$ cat src/rtl/psram_cmd_scheduler.sv
// psram_cmd_scheduler: shares one PSRAM controller command port between the
// framebuffer (m1) and the debug/burst writer (m2). Provides grant arbitration
// with a starvation guard, enforced command spacing, and tagged routing of
// read-return beats so reads can be pipelined.
// Optional build macro PSRAM_SCHED_STATS_EN adds issue counters and a
// maximum read-latency tracker.
module psram_cmd_scheduler #(
    parameter int unsigned CMD_GAP      = 14,  // must be >= 3
    parameter int unsigned RD_BEATS     = 4,
    parameter int unsigned RD_TIMEOUT   = 32,
    parameter int unsigned STARVE_LIMIT = 4,
    parameter int unsigned RQ_DEPTH     = 2
) (
    input  logic        clk,
    input  logic        resetn,
    input  logic        calib,
    input  logic        m1_req,
    input  logic        m2_req,
    output logic        m1_ready,
    output logic        m2_ready,
    input  logic        m1_cmd_en,
    input  logic        m2_cmd_en,
    input  logic        m1_cmd,
    input  logic        m2_cmd,
    input  logic [20:0] m1_addr,
    input  logic [20:0] m2_addr,
    input  logic [63:0] m1_wr_data,
    input  logic [63:0] m2_wr_data,
    input  logic [7:0]  m1_data_mask,
    input  logic [7:0]  m2_data_mask,
    output logic [63:0] m1_rd_data,
    output logic [63:0] m2_rd_data,
    output logic        m1_rd_data_valid,
    output logic        m2_rd_data_valid,
    output logic        mem_cmd_en,
    output logic        mem_cmd,
    output logic [20:0] mem_addr,
    output logic [63:0] mem_wr_data,
    output logic [7:0]  mem_data_mask,
    input  logic [63:0] mem_rd_data,
    input  logic        mem_rd_data_valid,
    output logic        rd_timeout
`ifdef PSRAM_SCHED_STATS_EN
    ,
    output logic [15:0] m1_issue_cnt,
    output logic [15:0] m2_issue_cnt,
    output logic [7:0]  max_rd_latency
`endif
);

    localparam int unsigned GAP_W  = (CMD_GAP > 2) ? $clog2(CMD_GAP) : 1;
    localparam int unsigned BEAT_W = (RD_BEATS > 1) ? $clog2(RD_BEATS) : 1;
    localparam int unsigned TMO_W  = (RD_TIMEOUT > 1) ? $clog2(RD_TIMEOUT) : 1;
    localparam int unsigned SC_W   = $clog2(STARVE_LIMIT + 1);
    localparam int unsigned PTR_W  = (RQ_DEPTH > 1) ? $clog2(RQ_DEPTH) : 1;
    localparam int unsigned CNT_W  = $clog2(RQ_DEPTH + 1);

    typedef enum logic [1:0] {
        ST_IDLE,
        ST_GRANT,
        ST_GAP
    } state_t;

    state_t             state_q, state_d;
    logic               owner_q, owner_d;   // 0 = m1, 1 = m2
    logic [GAP_W-1:0]   gap_cnt_q;
    logic [SC_W-1:0]    starve_q;

    logic               own_req, own_cmd_en, own_cmd;
    logic               sel_m2;
    logic               grant_ok;
    logic               issue;

    logic               rq_mem [RQ_DEPTH];
    logic [PTR_W-1:0]   wr_ptr, rd_ptr;
    logic [CNT_W-1:0]   rq_cnt;
    logic               rq_full, rq_empty;
    logic               rq_push, rq_pop;
    logic               head_owner;
    logic [BEAT_W-1:0]  beat_cnt;
    logic [TMO_W-1:0]   tmo_cnt;
    logic               beat, last_beat, tmo_hit;
    logic [63:0]        m1_hold, m2_hold;

    // Owner-selected request side signals
    always_comb begin
        own_req       = owner_q ? m2_req       : m1_req;
        own_cmd_en    = owner_q ? m2_cmd_en    : m1_cmd_en;
        own_cmd       = owner_q ? m2_cmd       : m1_cmd;
        mem_addr      = owner_q ? m2_addr      : m1_addr;
        mem_wr_data   = owner_q ? m2_wr_data   : m1_wr_data;
        mem_data_mask = owner_q ? m2_data_mask : m1_data_mask;
    end

    assign rq_full  = (rq_cnt == CNT_W'(RQ_DEPTH));
    assign rq_empty = (rq_cnt == '0);

    // Grant is withheld for a read while the owner queue cannot accept it
    assign grant_ok   = (state_q == ST_GRANT) && !(!own_cmd && rq_full);
    assign issue      = grant_ok && own_cmd_en;
    assign m1_ready   = grant_ok && !owner_q;
    assign m2_ready   = grant_ok && owner_q;
    assign mem_cmd_en = issue;
    assign mem_cmd    = own_cmd;

    assign sel_m2 = !m1_req || (m2_req && (starve_q == SC_W'(STARVE_LIMIT)));

    // Arbitration FSM state register
    always_ff @(posedge clk or negedge resetn) begin
        if (!resetn) begin
            state_q <= ST_IDLE;
            owner_q <= 1'b0;
        end else begin
            state_q <= state_d;
            owner_q <= owner_d;
        end
    end

    // Arbitration FSM next-state logic
    always_comb begin
        state_d = state_q;
        owner_d = owner_q;
        case (state_q)
            ST_IDLE: begin
                if (calib && (m1_req || m2_req)) begin
                    state_d = ST_GRANT;
                    owner_d = sel_m2;
                end
            end
            ST_GRANT: begin
                if (issue)
                    state_d = ST_GAP;
                else if (!own_req || !calib)
                    state_d = ST_IDLE;
            end
            ST_GAP: begin
                // Issue cycle, GAP cycles and the IDLE re-arbitration cycle
                // together give exactly CMD_GAP cycles between issues.
                if (gap_cnt_q == GAP_W'(CMD_GAP - 3))
                    state_d = ST_IDLE;
            end
            default: state_d = ST_IDLE;
        endcase
    end

    // Command spacing counter, restarted at every issue
    always_ff @(posedge clk or negedge resetn) begin
        if (!resetn)
            gap_cnt_q <= '0;
        else if (issue)
            gap_cnt_q <= '0;
        else if (state_q == ST_GAP)
            gap_cnt_q <= gap_cnt_q + 1'b1;
    end

    // Consecutive m1 issues while m2 waits
    always_ff @(posedge clk or negedge resetn) begin
        if (!resetn)
            starve_q <= '0;
        else if (!m2_req)
            starve_q <= '0;
        else if (issue && owner_q)
            starve_q <= '0;
        else if (issue && !owner_q && (starve_q != SC_W'(STARVE_LIMIT)))
            starve_q <= starve_q + 1'b1;
    end

    assign head_owner = rq_mem[rd_ptr];
    assign rq_push    = issue && !own_cmd;
    assign beat       = mem_rd_data_valid && !rq_empty;
    assign last_beat  = beat && (beat_cnt == BEAT_W'(RD_BEATS - 1));
    assign tmo_hit    = !rq_empty && !mem_rd_data_valid &&
                        (tmo_cnt == TMO_W'(RD_TIMEOUT - 1));
    assign rq_pop     = last_beat || tmo_hit;

    // Outstanding-read owner queue
    always_ff @(posedge clk or negedge resetn) begin
        if (!resetn) begin
            for (int unsigned i = 0; i < RQ_DEPTH; i++)
                rq_mem[i] <= 1'b0;
            wr_ptr <= '0;
            rd_ptr <= '0;
            rq_cnt <= '0;
        end else begin
            if (rq_push) begin
                rq_mem[wr_ptr] <= owner_q;
                wr_ptr <= (wr_ptr == PTR_W'(RQ_DEPTH - 1)) ? '0 : wr_ptr + 1'b1;
            end
            if (rq_pop)
                rd_ptr <= (rd_ptr == PTR_W'(RQ_DEPTH - 1)) ? '0 : rd_ptr + 1'b1;
            case ({rq_push, rq_pop})
                2'b10:   rq_cnt <= rq_cnt + 1'b1;
                2'b01:   rq_cnt <= rq_cnt - 1'b1;
                default: rq_cnt <= rq_cnt;
            endcase
        end
    end

    // Beat count within the head burst and head wait timer
    always_ff @(posedge clk or negedge resetn) begin
        if (!resetn) begin
            beat_cnt <= '0;
            tmo_cnt  <= '0;
        end else begin
            if (rq_pop)
                beat_cnt <= '0;
            else if (beat)
                beat_cnt <= beat_cnt + 1'b1;

            if (rq_empty || beat || rq_pop)
                tmo_cnt <= '0;
            else
                tmo_cnt <= tmo_cnt + 1'b1;
        end
    end

    // Sticky timeout flag
    always_ff @(posedge clk or negedge resetn) begin
        if (!resetn)
            rd_timeout <= 1'b0;
        else if (tmo_hit)
            rd_timeout <= 1'b1;
    end

    assign m1_rd_data_valid = beat && !head_owner;
    assign m2_rd_data_valid = beat && head_owner;
    assign m1_rd_data       = m1_rd_data_valid ? mem_rd_data : m1_hold;
    assign m2_rd_data       = m2_rd_data_valid ? mem_rd_data : m2_hold;

    // Last routed beat per master, presented while that master is not addressed
    always_ff @(posedge clk or negedge resetn) begin
        if (!resetn) begin
            m1_hold <= '0;
            m2_hold <= '0;
        end else begin
            if (m1_rd_data_valid)
                m1_hold <= mem_rd_data;
            if (m2_rd_data_valid)
                m2_hold <= mem_rd_data;
        end
    end

`ifdef PSRAM_SCHED_STATS_EN
    logic [7:0] rq_lat [RQ_DEPTH];

    // Saturating per-master issue counters
    always_ff @(posedge clk or negedge resetn) begin
        if (!resetn) begin
            m1_issue_cnt <= '0;
            m2_issue_cnt <= '0;
        end else if (issue) begin
            if (!owner_q && (m1_issue_cnt != '1))
                m1_issue_cnt <= m1_issue_cnt + 1'b1;
            if (owner_q && (m2_issue_cnt != '1))
                m2_issue_cnt <= m2_issue_cnt + 1'b1;
        end
    end

    // Per-slot age since issue; the head's age is sampled at its first beat
    always_ff @(posedge clk or negedge resetn) begin
        if (!resetn) begin
            for (int unsigned i = 0; i < RQ_DEPTH; i++)
                rq_lat[i] <= '0;
            max_rd_latency <= '0;
        end else begin
            for (int unsigned i = 0; i < RQ_DEPTH; i++) begin
                if (rq_push && (wr_ptr == PTR_W'(i)))
                    rq_lat[i] <= 8'd1;
                else if (rq_lat[i] != '1)
                    rq_lat[i] <= rq_lat[i] + 1'b1;
            end
            if (beat && (beat_cnt == '0) && (rq_lat[rd_ptr] > max_rd_latency))
                max_rd_latency <= rq_lat[rd_ptr];
        end
    end
`endif

endmodule

$ cat config.mk
export PLATFORM = sky130hd
export DESIGN_NAME = psram_cmd_scheduler
export DESIGN_NICKNAME = d
export VERILOG_FILES = /design/src/rtl/psram_cmd_scheduler.sv
export SDC_FILE = /design/constraint.sdc
export NUM_CORES = 1
export LEC_CHECK = 0
export ABC_CLOCK_PERIOD_IN_PS = 3400
export BUFFER_PORTS_ARGS = -buffer_cell sky130_fd_sc_hd__buf_2
export CAP_MARGIN = 0
export CORE_AREA = 2 2 189 191
export DETAILED_ROUTE_END_ITERATION = 10
export DIE_AREA = 0 0 191 193
export SYNTH_ARGS = -nofsm -noshare
export SYNTH_HDL_FRONTEND = slang
export SYNTH_SLANG_ARGS = --single-unit
$ cat constraint.sdc
create_clock -name clk -period 3.4 [get_ports clk]
set_clock_uncertainty 0.05 [all_clocks]
set_input_delay 0.51 -clock clk [delete_from_list [all_inputs] [get_ports clk]]
set_output_delay 0.51 -clock clk [all_outputs]
set_load 0.005 [all_outputs]
Word level (Yosys, flattened, before mapping). Index checks and enable logic that the tools add are counted.

Equality and inequality tests: 14. Magnitude comparators: 3. $add $sub $neg: 8. Reduce and logical (&&, ||, !) cells: 40. Multiplexer cells: 30. Bitwise operators: 2.

Operators by type and width (count): $mux 64 (3); $mux 21 (1); $logic_and 1x1->1 (18); $mux 2 (6); $logic_not 1->1 (9); $mux 1 (9); $mux 3 (3); $eq 2x2->1 const B (4); $mux 4 (2); $mux 8 (1); $logic_or 1x1->1 (6); $pmux 2 s3 (1); $reduce_bool 2->1 (3); $add 5x1->5 const B (1); $eq 5x5->1 const B (1); $mux 5 (1); $add 2x1->2 const B (2); $add 4x1->4 const B (1); $eq 2x1->1 const B (2); $eq 4x4->1 const B (1); $ge 2x2->1 const B (2); $logic_not 2->1 (2); $ne 2x2->1 const B (2); $not 1->2 (2); other kinds (13) (14).

Register bits: 152. Logic and storage cells: 111. Output and inout port bits: 228.

Logic depth before layout (Yosys ltp).
Depth in word-level cells: 11. Mapped depth: 7. Depth with buffers taken out: 7.

Worst setup path after synthesis. Ideal clock, no wire load.

Kind: register to output. Start point: reg rq_cnt[0]. End point: out m1_rd_data[54]. Arrival time: 1.528 ns. Required time: 2.840 ns. Path slack: 1.312 ns. Cell stages (with the launch flop): 7. Cell sequence: dfrtp_1 -> buf_2 -> nor2_1 -> and3b_1 -> buf_2 -> buf_2 -> mux2_2.

Longest elaborated chain between the ends: 5.

RTL lines: start, declared (RTL line 76) `logic [CNT_W-1:0] rq_cnt;`; start signal, assigned (RTL line 192) `2'b10: rq_cnt <= rq_cnt + 1'b1;`; start signal, assigned (RTL line 193) `2'b01: rq_cnt <= rq_cnt - 1'b1;`; start signal, assigned (RTL line 194) `default: rq_cnt <= rq_cnt;`; $logic_not 2->1 (RTL line 96) `assign rq_empty = (rq_cnt == '0);`; $logic_not 1->1 (RTL line 170) `assign beat = mem_rd_data_valid && !rq_empty;`; $logic_and 1x1->1 (RTL line 170); $logic_and 1x1->1 (RTL line 225) `assign m1_rd_data_valid = beat && !head_owner;`; via m1_rd_data_valid (RTL line 33) `output logic m1_rd_data_valid,`; $mux 64 (RTL line 227) `assign m1_rd_data = m1_rd_data_valid ? mem_rd_data : m1_hold;`; end, declared (RTL line 31) `output logic [63:0] m1_rd_data,`.

The timed path passes the listed nets, and every way through them passes these cells.

Worst setup path in the final report.
Start point: reg rd_ptr. End point: out m1_rd_data[49].

Longest elaborated chain between the ends: 7.

RTL lines: start, declared (RTL line 75) `logic [PTR_W-1:0] wr_ptr, rd_ptr;`; start signal, assigned (RTL line 190) `rd_ptr <= (rd_ptr == PTR_W'(RQ_DEPTH - 1)) ? '0 : rd_ptr + 1'b1;`; $not 1->2 (not written as such) (RTL line 168) `assign head_owner = rq_mem[rd_ptr];`; $mux 1 (not written as such) (3 in series) (RTL line 168); $logic_not 1->1 (RTL line 225); $logic_and 1x1->1 (RTL line 225); $mux 64 (RTL line 227).

Every way passes these cells. The select of a mux whose other input is x is not followed.

==> summary.md <==
| Metric | Value |
|---|---|
| Status | completed |
| # Max-Cap Violations | 0 |
| Cts repair resizes | 0 |
| Initial antenna violation count | 4 |
| XOR/XNOR Fraction of Synth Area | 1.10% |
| Leak Pwr | 5.24 nW |
| Critical path arrival | 2.57 ns |
| Area of the multi-input gates | 0.00320 sq mm |
| Io pins | 488 |
| Diode count | 0 |
| Total track usage | 13.6% |
| Ys async rst share | 100% |
| Library cells used by synthesis | 43 |
| Synth Area in Compound Gates | 1.77% |
| Final cycle utilization of the critical path | 92.1% |
| Crit start category | flop |
| Layout cells sized above 1 | 76.4% |
| Largest family of logic cells by synthesized area | multiplexers |
| Worst Max-Slew Pin Slew | 0.549 ns |
| FF/Latch Area | 0.00381 sq mm |
| Dpl cell area | 0.0102 sq mm |
| CTS buffer count | 17 |
| Fmax | 0.319 GHz |
| Root Buffer | clkbuf_16 |
| Top_reg_cell synth | dfrtp_1 |
| DIE HEIGHT | 193 um |
| Post-layout min period | 3.13 ns |
| Die Wd | 191 um |
| Crit-path max FO | 26 |
| Ranking of synthesized cells by area | dfrtp_1 (53%), mux2_2 (35%), buf_2 (1.8%) |
| Clock latency at the later pin of the worst-skew pair | 0.42 ns |
| Post-Synth Adder-Cell Area | 1.05% |
| Design area | 0.0107 sq mm |
| Nets@finish | 1248 |
| Number of synthesized flops with an enable pin | 0 |
| Post-synthesis sequential area ratio | 53.2% |
| Max Slew Vio Count | 0 |
| Leading area contributor after synthesis | dfrtp_1 |
| Slew headroom | 62.4% |
| Yosys top cell area share | 53.2% |
| Via count | 5911 |
| Drt pass-1 iters | 4 |
| Crit. End Element | output port |
| # setup viols final | 0 |
| Die footprint | 0.0369 sq mm |
| # placed instances | 1423 |
| CTS tree | yes |
| Number of global-route vias before repair | 6035 |
| Avg Synthesized Cell Area | 14.5 sq um |
| Antenna-violating nets left | 0 |
| DP HPWL | 21600 um |
| P&R area growth vs syn | 50.2% |
| Initial DRC count | 173 |
| Clock sink total | 152 |
| Drt wl/cell | 18.0 um |
| Core Region | 0.0350 sq mm |
| Fillers | 3610 |
| Required @ worst endpoint | 2.84 ns |
| Fraction of the mapped netlist area in simple logic gates | 3.75% |
| Row count | 69 |
| DRC viols | 0 |
| Port bufs | 487 |
| Congestion Overflow GR | 0 |
| Gpl congestion | 0.838 |
| Largest net degree at the start of global routing | 84 |
| Syn nets | 760 |
| Cells after Synth | 494 |
| Layout Cells excl Fill | 1454 |
| RSZ-0062 raised after global routing | no |
| Synth warn | 0 |
| H-tree depth | 4 |
| Worst IR Drop VDD | 0.513 mV |
| First-pass GRT wire length | 36900 um |
| Synth Cell Area | 0.00715 sq mm |
| Power Density | 892 mW/mm^2 |
| Fin Setup TNS | 0 ns |
| Reg clk slew, reported paths | 0.07 ns |
| WS Path Type | reg -> out |
| Post-CTS Setup Inserts | 0 |
| Mux cell area share after synthesis | 37.0% |
| Min-Delay Path Class | in -> reg |
| Final wirelength | 26200 um |
| Vias/cell | 4.07 |
| Seq cells post-synth | 152 |
| Final Hold Vio Count | 0 |
| Worst-case clock buffer depth | 2 |
| Initial Util | 20.4% |
power breakdown:
group	switching, mW	internal, mW	total, mW
Sequential	0.320	2.69	3.01
Combinational	2.15	2.53	4.68
Clock	0.791	1.08	1.87
Total	3.26	6.31	9.57
cell families (layout without fill, tap and decap cells):
kind of cell	count (synthesis)	count (layout)
mux	234	234
flops	152	152
simple gates	49	49
buf+inv	30	529
compound gates	14	14
xor+xnor	9	9
fa+ha+maj	6	6
worst paths after layout:
path	startpoint	end	slack [ns]	cells past startpoint
max	rd_ptr$_DFFE_PN0P_	m1_rd_data[49]	0.27	5
min	m1_req	owner_q$_DFFE_PN0P_	0.25	2
max in group asynchronous	resetn	m1_hold[29]$_DFF_PN0_	1.94	3
min reg2reg	rd_timeout$_DFFE_PN0P_	rd_timeout$_DFFE_PN0P_	0.42	1
min in group asynchronous	resetn	m1_hold[55]$_DFF_PN0_	0.57	2
max reg2reg	owner_q$_DFFE_PN0P_	rq_mem[1]$_DFFE_PN0P_	1.19	5
metrics by stage:
step	worst slack (ns)	hold slack, ns	power (mW)	util (%)
floorplan	1.31	0.164	5.63	-
global placement	0.730	0.390	7.71	29.0
detailed placement	0.700	0.398	7.80	29.0
CTS	0.207	0.225	9.75	30.7
global route	0.0991	0.260	10.3	30.7
finish	0.269	0.253	9.57	30.7
sequential cells by signal, indices dropped and copies added (netlist names):
register    count
tmo_cnt         5
owner_q         1
gap_cnt_q       4
rd_timeout      1
state_q         2
rq_cnt          2
m1_hold        64
m2_hold        64
rq_mem          2
starve_q        3
rd_ptr          1
wr_ptr          1
beat_cnt        2
cell type report:
class / count / share of cell area [%]
sequential: 152 / 35.5
multi-input combinational: 312 / 29.8
timing repair buffer: 496 / 23.9
tap: 461 / 5.37
clock buffer: 17 / 3.96
clock inverter: 13 / 1.36
inverter: 3 / 0.128
synthesized netlist by cell type (2+ instances only):
library cell / n
a21o_1: 2
a32o_1: 2
and2_1: 2
and3_1: 2
buf_2: 25
dfrtp_1: 152
ha_1: 6
inv_1: 2
mux2_2: 224
mux2i_1: 7
nand2_1: 8
nand2b_1: 4
nand3_1: 3
nand4_1: 2
nor2_1: 15
nor2b_1: 4
xnor2_1: 4
xor2_1: 5
placed cells by master, fill, tap and decap left out, types with 3 or more instances in the layout:
cell       count
buf_4          4
clkbuf_16     17
inv_6          5
ha_1           6
nor2b_1        4
dfrtp_1      151
xor2_1         5
mux2i_1        7
nand3_1        3
nand2b_1       4
buf_2        486
xnor2_1        4
nor2_1        14
nand2_1        8
buf_12         4
mux2_2       224
routing by layer:
| metal | part of all wire [%] | vias to the layer above | GRT usage [%] |
|---|---|---|---|
| met5 | 0.099 | - | 0 |
| met4 | 0.75 | 4 | 2.68 |
| met3 | 10 | 13 | 5.41 |
| met2 | 44 | 228 | 20.7 |
| met1 | 45 | 2909 | 18.4 |
| li1 | - | 2757 | - |
critical path, stage by stage (launching register included):
cell and delay, ns:
dfrtp_1 0.38, mux2i_1 0.34, and3b_4 0.61, buf_4 0.31
mux2_2 0.37, buf_2 0.13
what timing repair did:
action,in CTS,in global routing
endpoints found under the setup margin,0,0
hold endpoints to repair,12,0
hold buffers,1,0
Note: power is estimated with default switching activity, not from simulation.
